<file path="src/rtl/pc_fetch_if.sv">
// Instruction-memory fetch channel: req/addr out of the core, ack/rdata back.
interface pc_fetch_if;
  logic        imem_req;
  logic [31:0] imem_addr;
  logic        imem_ack;
  logic [31:0] imem_rdata;

  modport master (output imem_req, imem_addr, input  imem_ack, imem_rdata);
  modport slave  (input  imem_req, imem_addr, output imem_ack, imem_rdata);
endinterface

</file>
<file path="src/rtl/pc_fetch.sv">
// PC register and fetch stage: fetches one instruction per req/ack, holds it
// for decode until the datapath retires it, then loads the selected next PC.
module pc_fetch #(
  parameter logic [31:0] RESET_VEC = 32'h8000_0000,
  parameter logic [31:0] ILLOP_VEC = 32'h8000_0004,
  parameter logic [31:0] XADR_VEC  = 32'h8000_0008
) (
  input  logic              clk,
  input  logic              reset_n,
  input  logic              irq_in,
  input  logic [2:0]        pcsel,
  input  logic [15:0]       lit,
  input  logic [31:0]       ja,
  input  logic              exec_done,
  pc_fetch_if.master        imem,
  output logic [31:0]       instr,
  output logic              instr_valid,
  output logic [31:0]       pc,
  output logic [31:0]       pc_plus4,
  output logic              irq_ctl
);

  typedef enum logic [1:0] {
    IDLE  = 2'd0,
    FETCH = 2'd1,
    EXEC  = 2'd2
  } state_t;

  state_t      state_q, state_d;
  logic [31:0] pc_q, pc_d;
  logic [31:0] instr_q, instr_d;
  logic        valid_q, valid_d;
  logic        irq_q, irq_d;

  logic [30:0] br_sum;
  logic [31:0] next_pc;

  // Supervisor bit is carried separately; the 31-bit adds wrap instead of carrying into it.
  assign pc_plus4 = {pc_q[31], pc_q[30:0] + 31'd4};
  assign br_sum   = pc_plus4[30:0] + {{13{lit[15]}}, lit, 2'b00};

  always_comb begin
    next_pc = ILLOP_VEC;
    case (pcsel)
      3'd0:    next_pc = pc_plus4;
      3'd1:    next_pc = {pc_q[31], br_sum};
      3'd2:    next_pc = ja & {pc_q[31], {29{1'b1}}, 2'b00};
      3'd3:    next_pc = ILLOP_VEC;
      3'd4:    next_pc = XADR_VEC;
      default: next_pc = ILLOP_VEC;
    endcase
  end

  always_comb begin
    state_d = state_q;
    pc_d    = pc_q;
    instr_d = instr_q;
    valid_d = valid_q;
    irq_d   = irq_q;
    case (state_q)
      IDLE: state_d = FETCH;
      FETCH: begin
        if (imem.imem_ack) begin
          instr_d = imem.imem_rdata;
          valid_d = 1'b1;
          irq_d   = irq_in & ~pc_q[31];
          state_d = EXEC;
        end
      end
      EXEC: begin
        if (exec_done) begin
          pc_d    = next_pc & 32'hFFFF_FFFC;
          valid_d = 1'b0;
          irq_d   = 1'b0;
          state_d = FETCH;
        end
      end
      default: state_d = IDLE;
    endcase
  end

  always_ff @(posedge clk or negedge reset_n) begin
    if (!reset_n) begin
      state_q <= IDLE;
      pc_q    <= RESET_VEC;
      instr_q <= '0;
      valid_q <= 1'b0;
      irq_q   <= 1'b0;
    end else begin
      state_q <= state_d;
      pc_q    <= pc_d;
      instr_q <= instr_d;
      valid_q <= valid_d;
      irq_q   <= irq_d;
    end
  end

  assign imem.imem_req  = (state_q == FETCH);
  assign imem.imem_addr = pc_q;
  assign instr          = instr_q;
  assign instr_valid    = valid_q;
  assign pc             = pc_q;
  assign irq_ctl        = irq_q;

endmodule

</file>
<file path="src/flat_wrapper.sv">
// flat-port wrapper written by rule: the top's interface ports become plain ports
module pc_fetch_flat 
#(
  parameter logic [31:0] RESET_VEC = 32'h8000_0000,
  parameter logic [31:0] ILLOP_VEC = 32'h8000_0004,
  parameter logic [31:0] XADR_VEC  = 32'h8000_0008
)
  (clk, reset_n, irq_in, pcsel, lit, ja, exec_done, instr, instr_valid, pc, pc_plus4, irq_ctl, imem_imem_req, imem_imem_addr, imem_imem_ack, imem_imem_rdata);
  pc_fetch_if imem_i ();
  input  logic clk;
  input  logic reset_n;
  input  logic irq_in;
  input  logic [2:0] pcsel;
  input  logic [15:0] lit;
  input  logic [31:0] ja;
  input  logic exec_done;
  output logic [31:0] instr;
  output logic instr_valid;
  output logic [31:0] pc;
  output logic [31:0] pc_plus4;
  output logic irq_ctl;
  output wire logic [$bits(imem_i.imem_req)-1:0] imem_imem_req;
  output wire logic [$bits(imem_i.imem_addr)-1:0] imem_imem_addr;
  input wire logic [$bits(imem_i.imem_ack)-1:0] imem_imem_ack;
  input wire logic [$bits(imem_i.imem_rdata)-1:0] imem_imem_rdata;
  assign imem_imem_req = imem_i.imem_req;
  assign imem_imem_addr = imem_i.imem_addr;
  assign imem_i.imem_ack = imem_imem_ack;
  assign imem_i.imem_rdata = imem_imem_rdata;
  pc_fetch #(.RESET_VEC(RESET_VEC), .ILLOP_VEC(ILLOP_VEC), .XADR_VEC(XADR_VEC)) u_core (.clk(clk), .reset_n(reset_n), .irq_in(irq_in), .pcsel(pcsel), .lit(lit), .ja(ja), .exec_done(exec_done), .imem(imem_i), .instr(instr), .instr_valid(instr_valid), .pc(pc), .pc_plus4(pc_plus4), .irq_ctl(irq_ctl));
endmodule
</file>
<file path="config.mk">
export PLATFORM = sky130hd
export DESIGN_NAME = pc_fetch_flat
export DESIGN_NICKNAME = d
export VERILOG_FILES = /design/src/rtl/pc_fetch_if.sv /design/src/rtl/pc_fetch.sv /design/src/flat_wrapper.sv
export SDC_FILE = /design/constraint.sdc
export NUM_CORES = 1
export LEC_CHECK = 0
export BUFFER_PORTS_ARGS = -buffer_cell sky130_fd_sc_hd__buf_2
export CORE_MARGIN = 2
export CORE_UTILIZATION = 50
export CTS_BUF_LIST = sky130_fd_sc_hd__clkbuf_4 sky130_fd_sc_hd__clkbuf_8 sky130_fd_sc_hd__clkbuf_16
export CTS_CLUSTER_SIZE = 12
export DETAILED_ROUTE_END_ITERATION = 8
export GPL_TIMING_DRIVEN = 0
export PLACE_DENSITY = 0.83
export SLEW_MARGIN = 20
export SYNTH_ARGS = -nofsm -noshare
export SYNTH_HDL_FRONTEND = slang
export SYNTH_SLANG_ARGS = --single-unit
</file>
<file path="constraint.sdc">
create_clock -name clk -period 4.25 [get_ports clk]
set_clock_uncertainty 0.1 [all_clocks]
set_input_delay 0.85 -clock clk [delete_from_list [all_inputs] [get_ports clk]]
set_output_delay 0.85 -clock clk [all_outputs]
set_load 0.05 [all_outputs]
</file>
=== After elaboration in Yosys (flattened, before gate mapping) ===
Cells that the tools add are included.
W data, S select, Z words.

* Add/sub/neg operators: 2
* Muxes and demuxes: 9
* Bitwise gates (word level): 5
* Equality and inequality tests: 7
* Reductions and logical operators: 8

{| class="wikitable"
|+ Operator list
! kind !! count
|-
| $pmux W32 S4 || 1
|-
| $and A32 B32 Y32 || 1
|-
| $add A31 B3 Y31 const B || 1
|-
| $add A31 B31 Y31 || 1
|-
| $pmux W2 S3 || 1
|-
| $reduce_and A2 Y1 || 3
|-
| $mux W2 || 2
|-
| $pmux W1 S2 || 2
|-
| $reduce_and A4 Y1 || 1
|-
| $eq A3 B1 Y1 const B || 1
|-
| $eq A3 B2 Y1 const B || 1
|-
| $eq A3 B3 Y1 const B || 1
|-
| $logic_not A3 Y1 || 1
|-
| $mux W1 || 3
|-
| $not A1 Y1 || 3
|-
| $reduce_and A3 Y1 || 1
|-
| $eq A2 B1 Y1 const B || 1
|-
| $eq A2 B2 Y1 const B || 1
|-
| $logic_not A2 Y1 || 1
|-
| $ne A2 B1 Y1 const B || 1
|-
| $ne A2 B2 Y1 const B || 1
|-
| $reduce_bool A2 Y1 || 1
|-
| $and A1 B1 Y1 || 1
|}

* Bits of input ports: 88
* Word-level logic and storage cells: 37
* Output and inout bits: 131
* Flip-flop bits (word level): 66

=== Depth between registers and ports, before layout ===
Gate-level depths: netlist of the first run.

* Depth in word-level cells: 4
* Gate-level depth with buffers: 16
* Depth with buffers taken out: 15

=== Worst setup path before layout of the first run ===
Ideal clock, no wire load.

* Kind: reg2reg
* Start: register u_core.pc_q[2] (netlist: u_core.imem.imem_addr[2])
* End: register u_core.pc_q[29] (netlist: u_core.imem.imem_addr[29])
* Buffers on the path: 1
* Data arrival time: 4.534 ns
* Setup time: 0.139 ns
* Setup slack: -0.523 ns
* Required time: 4.011 ns
* Period minus slack after synthesis: 4.773 ns
* Stages on the path, launching flop included: 17
* Path through: dfrtp_1 > ha_1 > nand2_1 > or3_1 > buf_2 > nor3_4 > nand3_1 > xnor2_1 > ha_1 > o21a_1 > a21oi_1 > nor2b_1 > o21a_1 > o311ai_0 > o211ai_1 > xnor2_1 > o21ai_0

* Longest elaborated chain between the ends: 3

{| class="wikitable"
|+ Ends and longest elaborated chain
! element !! RTL line !! RTL
|-
| start: declaration || pc_fetch.sv:30 || <nowiki>logic [31:0] pc_q, pc_d;</nowiki>
|-
| start signal: assignment || pc_fetch.sv:91 || <nowiki>pc_q <= pc_d;</nowiki>
|-
| $add A31 B3 Y31 || pc_fetch.sv:39 || <nowiki>assign pc_plus4 = {pc_q[31], pc_q[30:0] + 31'd4};</nowiki>
|-
| net pc_plus4[24] || flat_wrapper.sv:20 || <nowiki>output logic [31:0] pc_plus4;</nowiki>
|-
| $add A31 B31 Y31 || pc_fetch.sv:40 || <nowiki>assign br_sum = pc_plus4[30:0] + {{13{lit[15]}}, lit, 2'b00};</nowiki>
|-
| $pmux W32 S4 || pc_fetch.sv:44 || <nowiki>case (pcsel)</nowiki>
|}

The timed path passes the listed nets, and every way through them passes these cells.
A chain may end at the register's enable or synchronous reset.

=== Worst setup path after layout of the first run ===
* Start: register u_core.pc_q[2] (netlist: u_core.imem.imem_addr[2])
* End: register u_core.pc_q[30] (netlist: u_core.imem.imem_addr[30])

* Longest elaborated chain between the ends: 3

{| class="wikitable"
|+ Ends and longest elaborated chain
! element !! RTL line
|-
| $add A31 B3 Y31 * || pc_fetch.sv:39
|-
| $add A31 B31 Y31 || pc_fetch.sv:40
|-
| $pmux W32 S4 * || pc_fetch.sv:44
|}

Every way passes the cells marked *; elsewhere a longest branch is shown, timed or not.

==> reports/results.ini, run 1 <==
[layout]
final_common_cell=buf_2
drive_gt1_share_pct=39.62
synthToLayoutAreaGrowth_pct=31.15
final_cell_mix=buf_2, dfrtp_1, nand2_1
diodes=0
nets=966
fillCellCount=846
fin_area_um2=7012

[grt]
grt_max_degree=52
grt_overflow=0
grt.total_usage_pct=29.89
grt_pass1_vias=5425
grt_pass1_wl_um=27240
grt_antenna_before_repair=0

[clocking]
cts.sinks=66
cts_hold_buf=0
htree_num_levels=3
numCtsBuffers=9
cts_tree=built
clk_pin_slew_ns=0.08
cts-root-buf=clkbuf_8
insertion_delay_ns=0.34
cts_buffer_depth=2

[timing]
setup_violations=0
min_period_ns=4.070
whs_ns=0.2588
worst_pin_slew_ns=0.7534
grt_setup_unrepaired=false
fmax_mhz=245.7
fin_crit_sh_pct=95.77
maxSlewViolCount=0
hold_viol=0
relSlewSlack_pct=49.38

[critical_path]
cp.required_ns=4.35
max_stage_delay_ns=0.42
reg2reg_slack_ns=0.18
criticalPathCategory=reg2reg
crit_path_start_kind=register
cp_max_fo=6
rr_startpoint=u_core.imem.imem_addr[2]$_DFFE_PN0P_
worstSetupStartpoint=u_core.imem.imem_addr[2]$_DFFE_PN0P_
slowest_stage=dfrtp_2
crit_end=u_core.imem.imem_addr[30]$_DFFE_PN0P_
crit_path_end_kind=register
worstPathCellList=ha_1 > nand2_1 > or3_1 > buf_2 > nor3_4 > nand3_2 > xnor2_4 > ha_1 > nand2_1 > o21a_1 > nor2b_1 > a32oi_2 > a221oi_2 > xnor2_1 > o21ai_1
arrival_ns=4.17
worstRegToRegCells=15
r2r_end=u_core.imem.imem_addr[30]$_DFFE_PN0P_

[drt]
drcViolationCount=0
via_per_inst=5.762
vias=5670
postRouteAntennaNets=0
drt_iter0_drc=418
drt_wl_total_um=17690
drt_first_pass_iters=5
wire_per_inst_um=17.98

[floorplan]
core_um2=10370
start_util_pct=51.56
design.die.area_um2=11540
std_cell_rows=37
die_w_um=107.4
io_pins=219
die_h_um=107.4

[power_and_ir_drop]
power_density_nw_per_um2=854.4
power.switching_mw=3.558
seq_power_share_pct=20.6
clkPwrFrac_pct=9.0
peakVddDrop_uv=575.8
p_comb_share_pct=70.4
switching_share_pct=59.40
p_leak_nw=3.566
intPower_mw=2.432

[place]
gp_congestion=1.021
place_area_um2=6751
hpwl_um=14080
numPortBuffers=210

[run_status]
status=finished clean

[logic_synthesis]
synth_edf_count=0
yosysSeqAreaShare_pct=30.92
yosysWarnings=0
syn-cell-area_um2=5346
ys_types=65
ys_ff_latch=66
synthFlopType=dfrtp_1
syn_inst=614
syn_area_per_cell_um2=8.707
synth-async-reset-ratio_pct=100.0

[job]
drv_cap=0

[worst_hold_path]
hold_path.class=in2async

## repair_timing
action,4_1_cts,5_1_grt
endpoints found under the setup margin,2,7
setup buffers,0,2
resized for setup,2,9
pin swaps,1,2
## Yosys cell counts, types with 4 or more instances
| library cell | instances | area (um^2) |
|---|---|---|
| dfrtp_1 | 65 | 1627 |
| nor2_1 | 43 | 161.4 |
| o211ai_1 | 5 | 37.54 |
| a211oi_1 | 4 | 30.03 |
| mux2_2 | 32 | 360.4 |
| xnor2_1 | 24 | 210.2 |
| a21oi_1 | 49 | 245.2 |
| mux2i_1 | 4 | 40.04 |
| ha_1 | 34 | 425.4 |
| clkbuf_1 | 16 | 60.06 |
| a21o_1 | 6 | 45.04 |
| nand4_1 | 12 | 75.07 |
| nand2b_1 | 10 | 62.56 |
| nand2_1 | 60 | 225.2 |
| a222oi_1 | 6 | 60.06 |
| nor2b_1 | 6 | 37.54 |
| a22o_1 | 6 | 52.55 |
| buf_4 | 37 | 277.8 |
| o22ai_1 | 4 | 25.02 |
| a22oi_1 | 13 | 97.59 |
| o21ai_0 | 45 | 225.2 |
| nand3_1 | 16 | 80.08 |
| o21ai_1 | 4 | 20.02 |
| nor3_1 | 11 | 55.05 |
| xor2_1 | 24 | 210.2 |
| inv_1 | 13 | 48.80 |
| o21a_1 | 7 | 52.55 |
## metrics by stage
stage / std cells / power [mW] / utilization (%) / setup WS [ns] / TNS [ns]
3_5_place_dp: 966 / 5.409 / 65.11 / -0.07437 / -0.07437
4_1_cts: 982 / 5.965 / 67.18 / 0.01297 / 0
3_3_place_gp: 965 / 5.314 / 64.77 / 0.03639 / 0
6_report: 984 / 5.991 / 67.62 / 0.1800 / 0
2_1_floorplan: 619 / 4.451 / - / 0.004122 / 0
5_1_grt: 984 / 6.311 / 67.62 / 0.0009215 / 0
## worst min path at each step
stage	cells after the start	endpoint	start	slack [ns]
floorplan	1	u_core.state_q[0]$_DFFE_PN0P_	u_core.state_q[1]$_DFFE_PN0P_	0.41
global placement	2	u_core.instr_valid$_DFFE_PN0P_	u_core.instr_valid$_DFFE_PN0P_	0.37
detailed placement	2	u_core.instr_valid$_DFFE_PN0P_	u_core.instr_valid$_DFFE_PN0P_	0.38
global route	1	u_core.instr[12]$_DFFE_PN0P_	reset_n	0.24
finish	1	u_core.instr[12]$_DFFE_PN0P_	reset_n	0.26
CTS	1	u_core.instr[19]$_DFFE_PN0P_	reset_n	0.25
## power groups by stage
stage | sequential [mW] | clock, mW | combinational (mW)
2_1_floorplan | 2.13 | 0 | 2.32
3_3_place_gp | 1.20 | 0 | 4.11
3_5_place_dp | 1.23 | 0 | 4.18
4_1_cts | 1.22 | 0.549 | 4.20
5_1_grt | 1.27 | 0.578 | 4.46
6_report | 1.23 | 0.538 | 4.22
## layout make-up
cell class / count / area (um^2) / share of cell area (%)
flip-flops and latches: 66 / 1657 / 23.63
plain buffers: 58 / 366.6 / 5.228
clock buffers: 9 / 123.9 / 1.767
clock inverters: 7 / 77.57 / 1.106
well taps: 136 / 170.2 / 2.427
multi-input cells: 482 / 3472 / 49.52
repair buffers: 213 / 1096 / 15.63
inverters: 13 / 48.80 / 0.6959
## flip-flops by register name, indices dropped and copies added (netlist names)
name,cells
u_core.imem.imem_addr,30
u_core.irq_ctl,1
u_core.instr_valid,1
u_core.instr,32
u_core.state_q,2
## metal layers
| metal | wire, um | global-route usage [%] |
|---|---|---|
| met1 | 6982 | 38.19 |
| met2 | 8752 | 52.94 |
| met3 | 1568 | 3.814 |
| met4 | 387 | 8.608 |
| met5 | 0 | 0 |
## worst max-delay path, delay by kind of cell, from the launching register on
| family | cells | cell delay, ns |
|---|---|---|
| buffers and inverters | 1 | 0.21 |
| and+or+nand+nor | 6 | 1.41 |
| adders and majority gates | 2 | 0.58 |
| xor gates and xnor gates | 2 | 0.37 |
| DFF | 1 | 0.42 |
| AOI/OAI and AO/OA | 4 | 0.84 |
## cell families (layout without fill, tap and decap cells)
family | after synthesis | after routing | share of synthesized area, %
compound gates | 174 | 174 | 20.76
fa+ha+maj | 35 | 35 | 8.331
other cells | 1 | 6 | 0.07014
flops | 66 | 66 | 30.92
xor+xnor | 48 | 48 | 7.863
mux | 36 | 36 | 7.489
simple gates | 183 | 183 | 16.80
buf+inv | 71 | 300 | 7.770
(Power assumes the default switching activity.)
==> run 2: changes to the inputs <==
--- a/config.mk
+++ b/config.mk
@@ -6,13 +6,15 @@
 export NUM_CORES = 1
 export LEC_CHECK = 0
 export BUFFER_PORTS_ARGS = -buffer_cell sky130_fd_sc_hd__buf_2
+export CELL_PAD_IN_SITES_DETAIL_PLACEMENT = 1
+export CELL_PAD_IN_SITES_GLOBAL_PLACEMENT = 1
 export CORE_MARGIN = 2
-export CORE_UTILIZATION = 50
+export CORE_UTILIZATION = 36
 export CTS_BUF_LIST = sky130_fd_sc_hd__clkbuf_4 sky130_fd_sc_hd__clkbuf_8 sky130_fd_sc_hd__clkbuf_16
 export CTS_CLUSTER_SIZE = 12
 export DETAILED_ROUTE_END_ITERATION = 8
 export GPL_TIMING_DRIVEN = 0
-export PLACE_DENSITY = 0.83
+export PLACE_DENSITY_LB_ADDON = 0.1
 export SLEW_MARGIN = 20
 export SYNTH_ARGS = -nofsm -noshare
 export SYNTH_HDL_FRONTEND = slang
==> run 2 against run 1 <==
Compared with the run above:
- die area is 37% higher
- sequential share of layout area decreased by 0.79 points
- sequential power is essentially flat
- final cell count up 5.3%
- register-to-register slack about the same
- total power up 5.0%
- flip-flop and latch count did not move
- first-iteration DRC count is 27% lower
- combinational power up 1%
==> reports/results.ini, run 2 (synthesis gave the netlist of run 1 again) <==
[floorplan]
die_h_um=125.9  ; +17%
die_w_um=125.9  ; +17%
core_um2=14530  ; +40%
design.die.area_um2=15840  ; +37%
start_util_pct=36.79  ; -15 points
io_pins=219  ; unchanged
std_cell_rows=44  ; +19%

[critical_path]
worstSetupStartpoint=u_core.imem.imem_addr[2]$_DFFE_PN0P_
arrival_ns=4.15  ; -0.02 ns
crit_family=compound AO/OA/AOI/OAI gates
crit_path_end_kind=register
reg2reg_slack_ns=0.19  ; about the same
max_stage_delay_ns=0.42  ; about the same
cp_max_fo=6  ; unchanged
rr_startpoint=u_core.imem.imem_addr[2]$_DFFE_PN0P_
worstPathCellList=ha_2 > nand2_1 > or3_1 > clkbuf_4 > xnor2_2 > ha_1 > nand4_1 > nor2_1 > a211o_1 > o211ai_2 > nand2_1 > a2111oi_2 > xor2_1 > o21ai_1
cp.required_ns=4.34  ; about the same
criticalPathCategory=reg2reg
worstRegToRegCells=14  ; -1
crit_path_start_kind=register
slowest_stage=a2111oi_2
cpMostUsedCell=nand2_1
r2r_end=u_core.imem.imem_addr[27]$_DFFE_PN0P_
critPathBufInv=1  ; unchanged

[timing]
grt_setup_unrepaired=true
whs_ns=0.2613  ; +0.002496 ns
min_period_ns=4.059  ; -0.01123 ns
hold_viol=0  ; unchanged
setup_violations=0  ; unchanged
relSlewSlack_pct=41.66  ; -7.7 points
fmax_mhz=246.4  ; +0.28%
setup_slack_ns=0.1912  ; +0.01123 ns
worst_pin_slew_ns=0.8718  ; +0.1184 ns
maxSlewViolCount=0  ; unchanged
fin_crit_sh_pct=95.50  ; -0.26 points

[drt]
vias=5720  ; +0.88%
wire_per_inst_um=20.39  ; +13%
drcViolationCount=0  ; unchanged
via_per_inst=5.521  ; -4.2%
drt_first_pass_iters=5  ; unchanged
drt_iter0_drc=307  ; -27%
drt_wl_total_um=21120  ; +19%
postRouteAntennaNets=0  ; unchanged

[layout]
stdcell_count=1036  ; +5.3%
final_cell_mix=buf_2, dfrtp_1, nand2_1
largest_reg_flops=32  ; unchanged
fin_area_um2=7249  ; +3.4%
final_common_cell=buf_2
diodes=0  ; unchanged
synthToLayoutAreaGrowth_pct=35.60
drive_gt1_share_pct=40.26  ; +0.64 points
nets=970  ; +0.41%

[place]
place_area_um2=6819  ; +1.0%
numPortBuffers=210  ; unchanged
gp_congestion=0.9036  ; -11%
hpwl_um=16240  ; +15%
place_inst=1015  ; +5.1%
dp_slack_ns=-0.1900  ; -0.1156 ns

[power_and_ir_drop]
p_comb_share_pct=67.9  ; -2.5 points
switching_share_pct=58.08  ; -1.3 points
p_leak_nw=3.687  ; +3.4%
intPower_mw=2.637  ; +8.4%
power.switching_mw=3.653  ; +2.7%
seq_power_share_pct=19.8  ; -0.8 points
peakVddDrop_uv=337.3  ; -41%
power_density_nw_per_um2=867.7  ; +1.6%
clkPwrFrac_pct=12.2  ; +3.2 points

[grt]
grt_antenna_before_repair=0  ; unchanged
grt.total_usage_pct=25.93  ; -4.0 points
grt_pass1_wl_um=32400  ; +19%
grt_pass1_vias=5889  ; +8.6%
grt_max_degree=56  ; +7.7%
grt_overflow=0  ; unchanged

[clocking]
cts_buffer_depth=2  ; unchanged
cts_hold_buf=0  ; unchanged
htree_num_levels=3  ; unchanged
cts_tree=built
cts.sinks=66  ; unchanged
clk_pin_slew_ns=0.06  ; -0.02 ns
insertion_delay_ns=0.34  ; about the same
cts-root-buf=clkbuf_16
numCtsBuffers=9  ; unchanged

[run_status]
status=finished clean

[job]
drv_cap=0  ; unchanged

[worst_hold_path]
hold_path.class=in2async

-- run 2: cell types whose count changed in the layout (fill, tap and decap cells not counted), sizes merged --
cell	previous run	this run
clkinv	4	3
buf	255	258
inv	14	15
clkbuf	25	26
-- run 2: what timing repair did --
item,4_1_cts,5_1_grt
pin swaps,1,5
cloned,0,0
gates resized for setup,3,16
endpoints found under the setup margin,3,5
setup buffers,2,3
-- run 2: final cells by class --
cell class | count | area, um^2
Clock buffer | 9 | 225.2
Clock inverter | 7 | 77.57
Sequential cell | 66 | 1655
Multi-Input combinational cell | 482 | 3517
Inverter | 13 | 48.80
Fill cell | 1794 | 7284
Timing Repair Buffer | 217 | 1126
Buffer | 58 | 369.1
Tap cell | 184 | 230.2
-- run 2: routing by layer --
layer	routed length [um]	part of all wire, %	global-route usage, %
met4	504	2.4	7.951
met2	10500	50	45.60
met3	1125	5.3	3.696
met5	0	0	0
met1	8992	43	33.04
-- run 2: power groups by stage --
stage               combinational (mW)  clock (mW)  sequential, mW
finish                            4.27       0.770            1.25
global placement                  4.15           0            1.22
CTS                               4.24       0.778            1.25
floorplan                         2.32           0            2.13
detailed placement                4.22           0            1.25
global route                      4.52       0.810            1.29
-- run 2: worst max path at each step --
stage / end / slack [ns] / cells after the start
4_1_cts: u_core.imem.imem_addr[27]$_DFFE_PN0P_ / 0.06 / 14
5_1_grt: u_core.imem.imem_addr[27]$_DFFE_PN0P_ / -0.02 / 14
3_5_place_dp: u_core.imem.imem_addr[27]$_DFFE_PN0P_ / -0.19 / 15
2_1_floorplan: u_core.imem.imem_addr[29]$_DFFE_PN0P_ / 0.004 / 15
6_report: u_core.imem.imem_addr[27]$_DFFE_PN0P_ / 0.19 / 14
3_3_place_gp: u_core.imem.imem_addr[27]$_DFFE_PN0P_ / -0.13 / 13
-- run 2: through the flow --
step	power, mW	TNS [ns]	util [%]
final	6.290	0	49.88
after global routing	6.615	-0.02989	49.88
after CTS	6.264	0	49.19
after detailed placement	5.468	-0.2808	46.92
after global placement	5.366	-0.1754	46.63
after floorplan	4.451	0	-
==> run 3: changes to the inputs <==
--- a/config.mk
+++ b/config.mk
@@ -8,13 +8,15 @@
 export BUFFER_PORTS_ARGS = -buffer_cell sky130_fd_sc_hd__buf_2
 export CELL_PAD_IN_SITES_DETAIL_PLACEMENT = 1
 export CELL_PAD_IN_SITES_GLOBAL_PLACEMENT = 1
-export CORE_MARGIN = 2
+export CORE_MARGIN = 1
 export CORE_UTILIZATION = 36
 export CTS_BUF_LIST = sky130_fd_sc_hd__clkbuf_4 sky130_fd_sc_hd__clkbuf_8 sky130_fd_sc_hd__clkbuf_16
 export CTS_CLUSTER_SIZE = 12
 export DETAILED_ROUTE_END_ITERATION = 8
 export GPL_TIMING_DRIVEN = 0
 export PLACE_DENSITY_LB_ADDON = 0.1
+export RECOVER_POWER = 25
+export SETUP_SLACK_MARGIN = 0.4
 export SLEW_MARGIN = 20
 export SYNTH_ARGS = -nofsm -noshare
 export SYNTH_HDL_FRONTEND = slang
==> run 3 against run 2 <==
Compared with the run above:
- sequential power about the same
- die area decreased by 3.2%
- clock power rose by 1%
- cell area grew 5.7%
- critical path depth did not move
- register-to-register slack better by 0.34 ns
- combinational power grew 4.9%
- utilization is 2.8 points higher
- count of clock-buffer cells in the layout stayed put
- sequential share of layout area decreased by 0.93 points
- first-iteration DRC count down 10%
==> reports/results.ini, run 3 (synthesis gave the netlist of run 1 again) <==
[run_status]
status=finished clean

[timing]
grt_setup_unrepaired=true
hold_viol=0  ; unchanged
setup_violations=0  ; unchanged
worst_pin_slew_ns=1.158  ; +0.2863 ns
min_period_ns=3.715  ; -0.3438 ns
fmax_mhz=269.2  ; +9.3%
setup_slack_ns=0.5350  ; +0.3438 ns
maxSlewViolCount=0  ; unchanged
relSlewSlack_pct=22.79  ; -19 points
fin_crit_sh_pct=87.41  ; -8.1 points

[critical_path]
reg2reg_slack_ns=0.54  ; +0.34 ns
r2r_end=u_core.imem.imem_addr[27]$_DFFE_PN0P_
crit_path_end_kind=register
criticalPathCategory=reg2reg
cp.required_ns=4.35  ; about the same
worstRegToRegCells=14  ; unchanged
cp_max_fo=6  ; unchanged
rr_startpoint=u_core.imem.imem_addr[2]$_DFFE_PN0P_
arrival_ns=3.82  ; -0.33 ns
crit_path_start_kind=register

[place]
dp_slack_ns=-0.05031  ; +0.1397 ns
place_inst=1015  ; unchanged
hpwl_um=16410  ; +1.0%
gp_congestion=0.8969  ; -0.74%
numPortBuffers=210  ; unchanged

[job]
drv_cap=0  ; unchanged

[power_and_ir_drop]
power_density_nw_per_um2=851.8  ; -1.8%
clkPwrFrac_pct=12.0  ; -0.2 points
total_power_mw=6.526  ; +3.7%
switching_share_pct=57.65  ; -0.43 points
seq_power_share_pct=19.3  ; -0.5 points
intPower_mw=2.763  ; +4.8%
power.switching_mw=3.762  ; +3.0%
p_comb_share_pct=68.7  ; +0.8 points
p_leak_nw=3.823  ; +3.7%
peakVddDrop_uv=304.1  ; -9.9%

[drt]
vias=5899  ; +3.1%
drt_iter0_drc=276  ; -10%
postRouteAntennaNets=0  ; unchanged
via_per_inst=5.591  ; +1.3%
drcViolationCount=0  ; unchanged
drt_first_pass_iters=5  ; unchanged
drt_wl_total_um=21910  ; +3.7%
wire_per_inst_um=20.77  ; +1.9%

[worst_hold_path]
hold_path.class=reg2reg
worstHoldStart=u_core.instr[8]$_DFFE_PN0P_
whs_endpoint=u_core.instr[8]$_DFFE_PN0P_
whs_path_depth=1

[layout]
final_cell_mix=buf_2, buf_4, nand2_1
largest_reg_flops=32  ; unchanged
diodes=0  ; unchanged
stdcell_count=1055  ; +1.8%
nets=989  ; +2.0%
final_common_cell=buf_2
post-route-util_pct=52.71  ; +2.8 points
drive_gt1_share_pct=45.69  ; +5.4 points
synthToLayoutAreaGrowth_pct=43.30

[floorplan]
die_w_um=123.9  ; -1.6%
core_um2=14530  ; unchanged
design.die.area_um2=15340  ; -3.2%
start_util_pct=36.79  ; unchanged
io_pins=219  ; unchanged
die_h_um=123.9  ; -1.6%
std_cell_rows=44  ; unchanged

[grt]
grt_antenna_before_repair=0  ; unchanged
grt_overflow=0  ; unchanged
grt_max_degree=52  ; -7.1%
grt.total_usage_pct=28.04  ; +2.1 points
grt_pass1_vias=5921  ; +0.54%
grt_pass1_wl_um=32000  ; -1.2%

[clocking]
cts_buffer_depth=2  ; unchanged
clk_pin_slew_ns=0.06  ; about the same
insertion_delay_ns=0.36  ; +0.02 ns
htree_num_levels=3  ; unchanged
cts-root-buf=clkbuf_16
cts_tree=built
numCtsBuffers=9  ; unchanged
cts.sinks=66  ; unchanged

==> run 3: cell types whose count changed in the layout (fill, tap and decap cells not counted), moves of 3 or more <==
| cell | change |
|---|---|
| dfrtp_2 | +12 |
| dfrtp_1 | -14 |
| ha_1 | -3 |
| o21ai_0 | -3 |
| o21ai_1 | +3 |
| xnor2_4 | +3 |
| xor2_4 | +3 |
| xor2_1 | -5 |
| buf_4 | +17 |
==> run 3: critical path: stages (launching register included) <==
cell	delay, ns
dfrtp_2	0.44
ha_4	0.19
nand2_4	0.07
or3_4	0.35
buf_12	0.16
xnor2_4	0.13
ha_1	0.37
nand4_1	0.17
nor2_1	0.09
a211o_1	0.34
o211ai_4	0.29
nand2_2	0.18
a2111oi_2	0.37
xor2_1	0.22
o21ai_1	0.09
==> run 3: worst max-delay path by stage <==
stage | start | end | slack [ns]
after floorplan | u_core.imem.imem_addr[2]$_DFFE_PN0P_ | u_core.imem.imem_addr[29]$_DFFE_PN0P_ | 0.41
after global placement | u_core.imem.imem_addr[4]$_DFFE_PN0P_ | u_core.imem.imem_addr[27]$_DFFE_PN0P_ | 0.05
after detailed placement | u_core.imem.imem_addr[2]$_DFFE_PN0P_ | u_core.imem.imem_addr[27]$_DFFE_PN0P_ | -0.05
after CTS | u_core.imem.imem_addr[2]$_DFFE_PN0P_ | u_core.imem.imem_addr[30]$_DFFE_PN0P_ | 0.40
after global routing | u_core.imem.imem_addr[8]$_DFFE_PN0P_ | u_core.imem.imem_addr[27]$_DFFE_PN0P_ | 0.37
final | u_core.imem.imem_addr[2]$_DFFE_PN0P_ | u_core.imem.imem_addr[27]$_DFFE_PN0P_ | 0.54
==> run 3: routing by layer <==
layer  global-route usage, %  vias to the layer above  part of all wire, %
met5                       0                        -                    0
met4                   11.67                        0                  3.0
met3                   3.800                       49                  6.6
met2                   49.24                      247                   50
met1                   34.29                     2911                   40
li1                        -                     2692                    -
==> run 3: layout make-up <==
class                   count  area, um^2
repair buffers            236        1267
plain buffers              58       384.1
multi-input cells         482        3750
fillers                  1748        6873
inverters                  13       48.80
well taps                 184       230.2
clock buffers               9       225.2
clock inverters             7       77.57
flip-flops and latches     66        1678
==> run 3: stage by stage <==
step,instance area [um^2],setup TNS [ns],hold slack (ns)
after floorplan,5712,0,0.4056
after global placement,6993,0,0.3559
after detailed placement,7036,-0.06581,0.3922
after CTS,7407,0,0.2811
after global routing,7661,0,0.4232
final,7661,0,0.4005
==> run 3: power by group through the flow <==
| stage | combinational [mW] | sequential (mW) | clock [mW] |
|---|---|---|---|
| after floorplan | 2.39 | 2.17 | 0 |
| after global placement | 4.20 | 1.26 | 0 |
| after detailed placement | 4.28 | 1.29 | 0 |
| after CTS | 4.31 | 1.28 | 0.790 |
| after global routing | 4.74 | 1.31 | 0.810 |
| final | 4.48 | 1.26 | 0.781 |
==> run 3: what timing repair did <==
action,4_1_cts,5_1_grt
setup endpoints to repair,17,10
setup buffers,7,17
pin swaps,3,10
gates resized for setup,3,32
hold buffers,0,0
